--- src/rtl/rt_access_ctrl.sv ---
// Racetrack memory access controller: aligns the addressed track segment under its
// access port with unidirectional S/M clocking-field shifts, then performs one read or write.
`timescale 1ns/1ps
module rt_access_ctrl #(
  parameter int Nb  = 32,
  parameter int Np  = 8,
  parameter int Nr  = 4,
  parameter int NMU = 8,
  localparam int P  = Nb / Np,
  localparam int W  = Nr * NMU,
  localparam int AW = $clog2(Nb),
  localparam int OW = $clog2(P)
) (
  input  logic          clk_i,
  input  logic          rstn_i,
  input  logic          req_valid_i,
  output logic          req_ready_o,
  input  logic [2:0]    req_op_i,
  input  logic [AW-1:0] req_addr_i,
  input  logic [W-1:0]  req_wdata_i,
  output logic          resp_valid_o,
  output logic [W-1:0]  resp_rdata_o,
  output logic          resp_err_o,
  output logic          Bz_s_o,
  output logic          Bz_m_o,
  output logic          current_s_lim_o,
  output logic          current_s_data_o,
  output logic          current_s_mask_o,
  output logic          current_s_program_o,
  output logic          current_m_lim_o,
  output logic          current_m_data_o,
  output logic          current_m_mask_o,
  output logic          current_m_program_o,
  output logic          current_read_o,
  output logic          out_select_o,
  output logic [W-1:0]  write_data_o,
  output logic [W-1:0]  write_mask_o,
  output logic [W-1:0]  write_program_o,
  output logic          write_en_data_o,
  output logic          write_en_mask_o,
  output logic          write_en_program_o,
  output logic [Nb-1:0] word_lines_o,
  input  logic [W-1:0]  r_data_i
);

  localparam logic [2:0] S_IDLE    = 3'd0;
  localparam logic [2:0] S_SHIFT_S = 3'd1;
  localparam logic [2:0] S_SHIFT_M = 3'd2;
  localparam logic [2:0] S_ACCESS  = 3'd3;
  localparam logic [2:0] S_DONE    = 3'd4;

  localparam logic [2:0] OP_RD_DATA = 3'd0;
  localparam logic [2:0] OP_RD_LIM  = 3'd1;
  localparam logic [2:0] OP_WR_DATA = 3'd2;
  localparam logic [2:0] OP_WR_MASK = 3'd3;
  localparam logic [2:0] OP_WR_PROG = 3'd4;

  localparam logic [1:0] TRK_DATA = 2'd0;
  localparam logic [1:0] TRK_MASK = 2'd1;
  localparam logic [1:0] TRK_PROG = 2'd2;

  // Data and LIM tracks move together, so they share one offset register.
  function automatic logic [1:0] track_of(input logic [2:0] op);
    case (op)
      OP_WR_MASK: track_of = TRK_MASK;
      OP_WR_PROG: track_of = TRK_PROG;
      default:    track_of = TRK_DATA;
    endcase
  endfunction

  function automatic logic op_legal(input logic [2:0] op);
    return op <= OP_WR_PROG;
  endfunction

  function automatic logic op_is_read(input logic [2:0] op);
    return (op == OP_RD_DATA) || (op == OP_RD_LIM);
  endfunction

  logic [2:0]    state_q, state_d;
  logic [2:0]    op_q, op_d;
  logic [OW-1:0] steps_q, steps_d;
  logic [OW-1:0] off_data_q, off_data_d;
  logic [OW-1:0] off_mask_q, off_mask_d;
  logic [OW-1:0] off_prog_q, off_prog_d;
  logic [W-1:0]  rdata_q, rdata_d;
  logic          ready_en_q, ready_en_d;
  logic [AW-1:0] addr_q, addr_d;
  logic [W-1:0]  wdata_q, wdata_d;

  logic          accept;
  logic [OW-1:0] req_tgt;
  logic [OW-1:0] req_off;
  logic [OW-1:0] req_k;
  logic [1:0]    trk;
  logic          lim_on;

  assign accept = req_valid_i & req_ready_o;
  assign trk    = track_of(op_q);
  assign lim_on = (op_q == OP_RD_LIM);

  // Shift distance is forward-only: tgt - off wraps naturally in OW bits.
  always_comb begin
    req_tgt = req_addr_i[OW-1:0];
    case (track_of(req_op_i))
      TRK_MASK: req_off = off_mask_q;
      TRK_PROG: req_off = off_prog_q;
      default:  req_off = off_data_q;
    endcase
    req_k = req_tgt - req_off;
  end

  always_comb begin
    state_d    = state_q;
    op_d       = op_q;
    steps_d    = steps_q;
    off_data_d = off_data_q;
    off_mask_d = off_mask_q;
    off_prog_d = off_prog_q;
    rdata_d    = rdata_q;
    ready_en_d = 1'b1;
    case (state_q)
      S_IDLE: begin
        if (accept) begin
          op_d = req_op_i;
          if (!op_legal(req_op_i)) begin
            state_d = S_DONE;
          end else if (req_k != '0) begin
            state_d = S_SHIFT_S;
            steps_d = req_k;
          end else begin
            state_d = S_ACCESS;
          end
        end
      end
      S_SHIFT_S: state_d = S_SHIFT_M;
      S_SHIFT_M: begin
        case (trk)
          TRK_MASK: off_mask_d = off_mask_q + OW'(1);
          TRK_PROG: off_prog_d = off_prog_q + OW'(1);
          default:  off_data_d = off_data_q + OW'(1);
        endcase
        steps_d = steps_q - OW'(1);
        state_d = (steps_q == OW'(1)) ? S_ACCESS : S_SHIFT_S;
      end
      S_ACCESS: begin
        state_d = S_DONE;
        if (op_is_read(op_q)) rdata_d = r_data_i;
      end
      S_DONE:  state_d = S_IDLE;
      default: state_d = S_IDLE;
    endcase
  end

  always_comb begin
    addr_d  = accept ? req_addr_i  : addr_q;
    wdata_d = accept ? req_wdata_i : wdata_q;
  end

  // ready_en_q keeps req_ready_o low until the first edge after reset release.
  always_ff @(posedge clk_i or negedge rstn_i) begin
    if (!rstn_i) begin
      state_q    <= S_IDLE;
      op_q       <= '0;
      steps_q    <= '0;
      off_data_q <= '0;
      off_mask_q <= '0;
      off_prog_q <= '0;
      rdata_q    <= '0;
      ready_en_q <= 1'b0;
    end else begin
      state_q    <= state_d;
      op_q       <= op_d;
      steps_q    <= steps_d;
      off_data_q <= off_data_d;
      off_mask_q <= off_mask_d;
      off_prog_q <= off_prog_d;
      rdata_q    <= rdata_d;
      ready_en_q <= ready_en_d;
    end
  end

  always_ff @(posedge clk_i) begin
    addr_q  <= addr_d;
    wdata_q <= wdata_d;
  end

  assign resp_rdata_o = rdata_q;

  // All array drives decode from the registered state, so reset clears them at once.
  always_comb begin
    req_ready_o         = ready_en_q && (state_q == S_IDLE);
    resp_valid_o        = 1'b0;
    resp_err_o          = 1'b0;
    Bz_s_o              = 1'b0;
    Bz_m_o              = 1'b0;
    current_s_lim_o     = 1'b0;
    current_s_data_o    = 1'b0;
    current_s_mask_o    = 1'b0;
    current_s_program_o = 1'b0;
    current_m_lim_o     = 1'b0;
    current_m_data_o    = 1'b0;
    current_m_mask_o    = 1'b0;
    current_m_program_o = 1'b0;
    current_read_o      = 1'b0;
    out_select_o        = 1'b0;
    write_data_o        = '0;
    write_mask_o        = '0;
    write_program_o     = '0;
    write_en_data_o     = 1'b0;
    write_en_mask_o     = 1'b0;
    write_en_program_o  = 1'b0;
    word_lines_o        = '0;
    case (state_q)
      S_SHIFT_S: begin
        Bz_s_o = 1'b1;
        case (trk)
          TRK_MASK: current_s_mask_o = 1'b1;
          TRK_PROG: current_s_program_o = 1'b1;
          default: begin
            current_s_data_o = 1'b1;
            current_s_lim_o  = lim_on;
          end
        endcase
      end
      S_SHIFT_M: begin
        Bz_m_o = 1'b1;
        case (trk)
          TRK_MASK: current_m_mask_o = 1'b1;
          TRK_PROG: current_m_program_o = 1'b1;
          default: begin
            current_m_data_o = 1'b1;
            current_m_lim_o  = lim_on;
          end
        endcase
      end
      S_ACCESS: begin
        word_lines_o = Nb'(1) << addr_q;
        if (op_is_read(op_q)) begin
          current_read_o = 1'b1;
          out_select_o   = lim_on;
        end else begin
          case (trk)
            TRK_MASK: begin
              write_en_mask_o = 1'b1;
              write_mask_o    = wdata_q;
            end
            TRK_PROG: begin
              write_en_program_o = 1'b1;
              write_program_o    = wdata_q;
            end
            default: begin
              write_en_data_o = 1'b1;
              write_data_o    = wdata_q;
            end
          endcase
        end
      end
      S_DONE: begin
        resp_valid_o = 1'b1;
        resp_err_o   = !op_legal(op_q);
      end
      default: ;
    endcase
  end

endmodule

--- config.mk ---
export PLATFORM = sky130hd
export DESIGN_NAME = rt_access_ctrl
export DESIGN_NICKNAME = d
export VERILOG_FILES = /design/src/rtl/rt_access_ctrl.sv
export SDC_FILE = /design/constraint.sdc
export NUM_CORES = 1
export LEC_CHECK = 0
export BUFFER_PORTS_ARGS = -buffer_cell sky130_fd_sc_hd__buf_2
export CAP_MARGIN = 20
export CORE_ASPECT_RATIO = 0.75
export CORE_UTILIZATION = 25
export CTS_CLUSTER_DIAMETER = 60
export CTS_CLUSTER_SIZE = 16
export DETAILED_ROUTE_END_ITERATION = 7
export PLACE_DENSITY_LB_ADDON = 0.3
export SYNTH_ARGS = -nofsm -noshare
export SYNTH_HDL_FRONTEND = slang
export SYNTH_SLANG_ARGS = --single-unit
--- constraint.sdc ---
create_clock -name clk_i -period 3.8 [get_ports clk_i]
set_clock_uncertainty 0.2 [all_clocks]
set_input_delay 0.57 -clock clk_i [delete_from_list [all_inputs] [get_ports clk_i]]
set_output_delay 0.57 -clock clk_i [all_outputs]
set_load 0.05 [all_outputs]
==> summary.md <==
| Metric | Value |
|---|---|
| Clock share of power | 0.224 |
| Port-buffer cells | roughly 250 |
| Num rows | 40 |
| RSZ-0062 raised after global routing | no |
| Psw | between 1.5 and 2 mW |
| Layout cell share with drive strength beyond 1 | 0.4992 |
| GRT Total Usage | 0.1407 |
| CTS tree | yes |
| Via density per instance | roughly 4.4 |
| Synth area leader | dfrtp_1 |
| Count of flip-flops with a built-in enable after synthesis | 37 |
| Routed Antenna Nets | 0 |
| First-pass GRT wire length | roughly 19000 um |
| Flops & latches, synth | between 80 and 90 |
| Detailed Place HPWL | about 9200 um |
| Initial Util | 0.2596 |
| LEAKAGE | between 3 and 4 nW |
| CTS Hold Buffers Added | 0 |
| Worst rel slew slack | 0.6200 |
| Hold Crit Class | input pin to flop |
| CTS buffer count | 9 |
| Worst path required time | approximately 3000 ps |
| Failing checks | DRC |
| Worst Setup End Kind | output port |
| Fraction of power consumed by sequential logic | 0.367 |
| Final Cycle Share | 0.8414 |
| TNS Setup | 0 ps |
| CP Data Arrival Time | 2430 ps |
| Vias in the first global route | 3500 |
| Die area | roughly 17000 um^2 |
| Syn avg cell area | approximately 11 um^2 |
| Via Count | between 3000 and 4000 |
| Core box area | roughly 16000 um^2 |
| # IOs | between 200 and 300 |
| Synthesis-to-layout area growth | 42.70% |
| Tmin final | 3197 ps |
| H-tree depth | 3 |
| P_int | 2.173 mW |
| Most frequent cell after synthesis | and2_1 |
| Unique masters post-synth | between 40 and 50 |
| Post-CTS sizing | 0 |
| Post-synth design cell area | between 4000 and 5000 um^2 |
| Largest net degree at the start of global routing | 48 |
| Endpoints failing setup | 0 |
| Max Root-Sink Buffers | 2 |
| Startpoint Class | flop |
| Peak VDD IR | between 0.3 and 0.4 mV |
| Register area share after synthesis | 0.5416 |
| Top delay family on crit path | simple AND/OR/NAND/NOR gates |
| Initial DRC count | about 320 |
| Critical-path cell list | nand3b_1, or3_1, nor3_1, buf_2 |
| Die Ht | roughly 110 um |
| Mean routed wirelength per cell | between 10 and 15 um |
| Final nets | 707 |
| DRC | 42 |
| DP Area | between 5000 and 6000 um^2 |
| Worst-Margin Slew | approximately 570 ps |
| Clk slew on worst S/H paths | 70 ps |
| Synth cell count leaders | 98 x and2_1, 47 x dfrtp_1, 45 x nor2_1, 37 x edfxtp_1, 33 x mux2_2 |
| Max stage delay cell, worst path | dfrtp_1 |
| Final Max Tran Viols | 0 |
| Area share of the largest cell type after synthesis | 0.2785 |
| Sw Share | 0.4490 |
| Net Count, Synth | 457 |
| Clock latency on the worst-skew pair | ~340 ps |
| Fraction of registers with async set/reset | 0.5595 |
| Fin. Hold Viols | 0 |
| Logic pwr share | 0.409 |
| Max Cap Violations | 0 |
| GP Congestion | just over 0.8 |
| Primary FF master, synth | dfrtp_1 |
| Status | finished with violations |
| WS Path Type | flop to output port |
| Hold_ws | between 150 and 200 ps |
| Remaining Overflow, GRT | 0 |
| Fmax | 0.3128 GHz |
| Die Wd | around 150 um |
| CTS Root Cell | clkbuf_16 |
| Cells after Synth | 380 |
| Post-CTS Setup Inserts | 0 |
| Routed WL | between 10000 and 15000 um |
| Synth top area cells | dfrtp_1 28%, edfxtp_1 26%, and2_1 15% |
| CTS Sinks | 84 |
| Slowest Stage Delay on Critical Path | 650 ps |
| Synthesis Warnings | 0 |
| Initial antenna violation count | 1 |
| CP Buf/Inv Count | 1 |
| Final non-filler cell area | between 6000 and 7000 um^2 |
| Crit Path Max Fanout | 15 |
| Drt pass-1 iters | 7 |
| PD cells | roughly 650 nW/um^2 |
## layout make-up
class	instances	area (um^2)
Fill cell	1651	10240
Clock inverter	6	48.80
Timing Repair Buffer	259	1329
Tap cell	210	262.8
Inverter	5	18.77
Antenna cell	1	2.502
Multi-Input combinational cell	271	1827
Clock buffer	10	250.2
Sequential cell	84	2287
## cell families (layout without fill, tap and decap cells)
group / count (synthesis) / after routing / synth area share
AO/OA/AOI/OAI: 20 / 20 / 0.03734
AND/OR/NAND/NOR: 204 / 204 / 0.2723
multiplexers: 38 / 38 / 0.1004
buffers and inverters: 25 / 280 / 0.02904
adder cells (fa/ha/maj): 2 / 2 / 0.005925
other: 1 / 2 / 0.0008880
flip-flops: 84 / 84 / 0.5416
XOR/XNOR: 6 / 6 / 0.01245
## state kept, by name, indices dropped and copies added, names as in the netlist
| name | flops |
|---|---|
| ready_en_q | 1 |
| resp_rdata_o | 32 |
| state_q | 3 |
| off_prog_q | 2 |
| addr_q | 5 |
| op_q | 3 |
| steps_q | 2 |
| off_mask_q | 2 |
| wdata_q | 32 |
| off_data_q | 2 |
## worst paths after layout
kind | start | end | slack, ps | depth (start not counted)
setup / recovery | state_q[1]$_DFFE_PN0N_ | word_lines_o[8] | 600 | 4
hold / removal | req_wdata_i[19] | wdata_q[19]$_DFFE_PP_ | 200 | 1
setup reg to reg | state_q[1]$_DFFE_PN0N_ | resp_rdata_o[4]$_DFFE_PN0P_ | 1210 | 4
hold reg to reg | off_mask_q[1]$_DFFE_PN0P_ | off_mask_q[1]$_DFFE_PN0P_ | 280 | 1
max in group asynchronous | rstn_i | resp_rdata_o[27]$_DFFE_PN0P_ | 2510 | 3
min in group asynchronous | rstn_i | resp_rdata_o[11]$_DFFE_PN0P_ | 420 | 2
## routing by layer
| layer | share of wire | GRT usage |
|---|---|---|
| met1 | 0.44 | 0.1733 |
| met5 | 0 | 0 |
| met3 | 0.092 | 0.05640 |
| met2 | 0.45 | 0.2235 |
| met4 | 0.013 | 0.05034 |
## placed cells by master, fill, tap and decap left out, drive strengths merged, types with 4 or more instances in the layout
master    n
buf     258
nor2     45
nand4b    4
a21oi     4
nand3b    4
nor3     11
inv      10
dfrtp    47
nand2    18
and2     98
clkbuf   10
mux2     35
edfxtp   37
nand2b    7
## stage by stage
stage,setup WS [ps],std cells,util,power [mW]
floorplan,596.4,380,-,2.651
finish,602.7,846,0.3705,3.944
global route,391.7,846,0.3705,4.151
detailed placement,920.9,827,0.3501,3.078
CTS,534.8,843,0.3685,3.996
global placement,1017,827,0.3501,3.049
## power groups by stage
stage               Clock, mW  Combinational [mW]  Sequential (mW)
floorplan                   0               0.791             1.86
global placement            0                1.60             1.45
detailed placement          0                1.62             1.46
CTS                     0.925                1.62             1.45
global route            0.959                1.70             1.49
finish                  0.884                1.61             1.45
No activity file was read; power rests on OpenSTA's default activity.
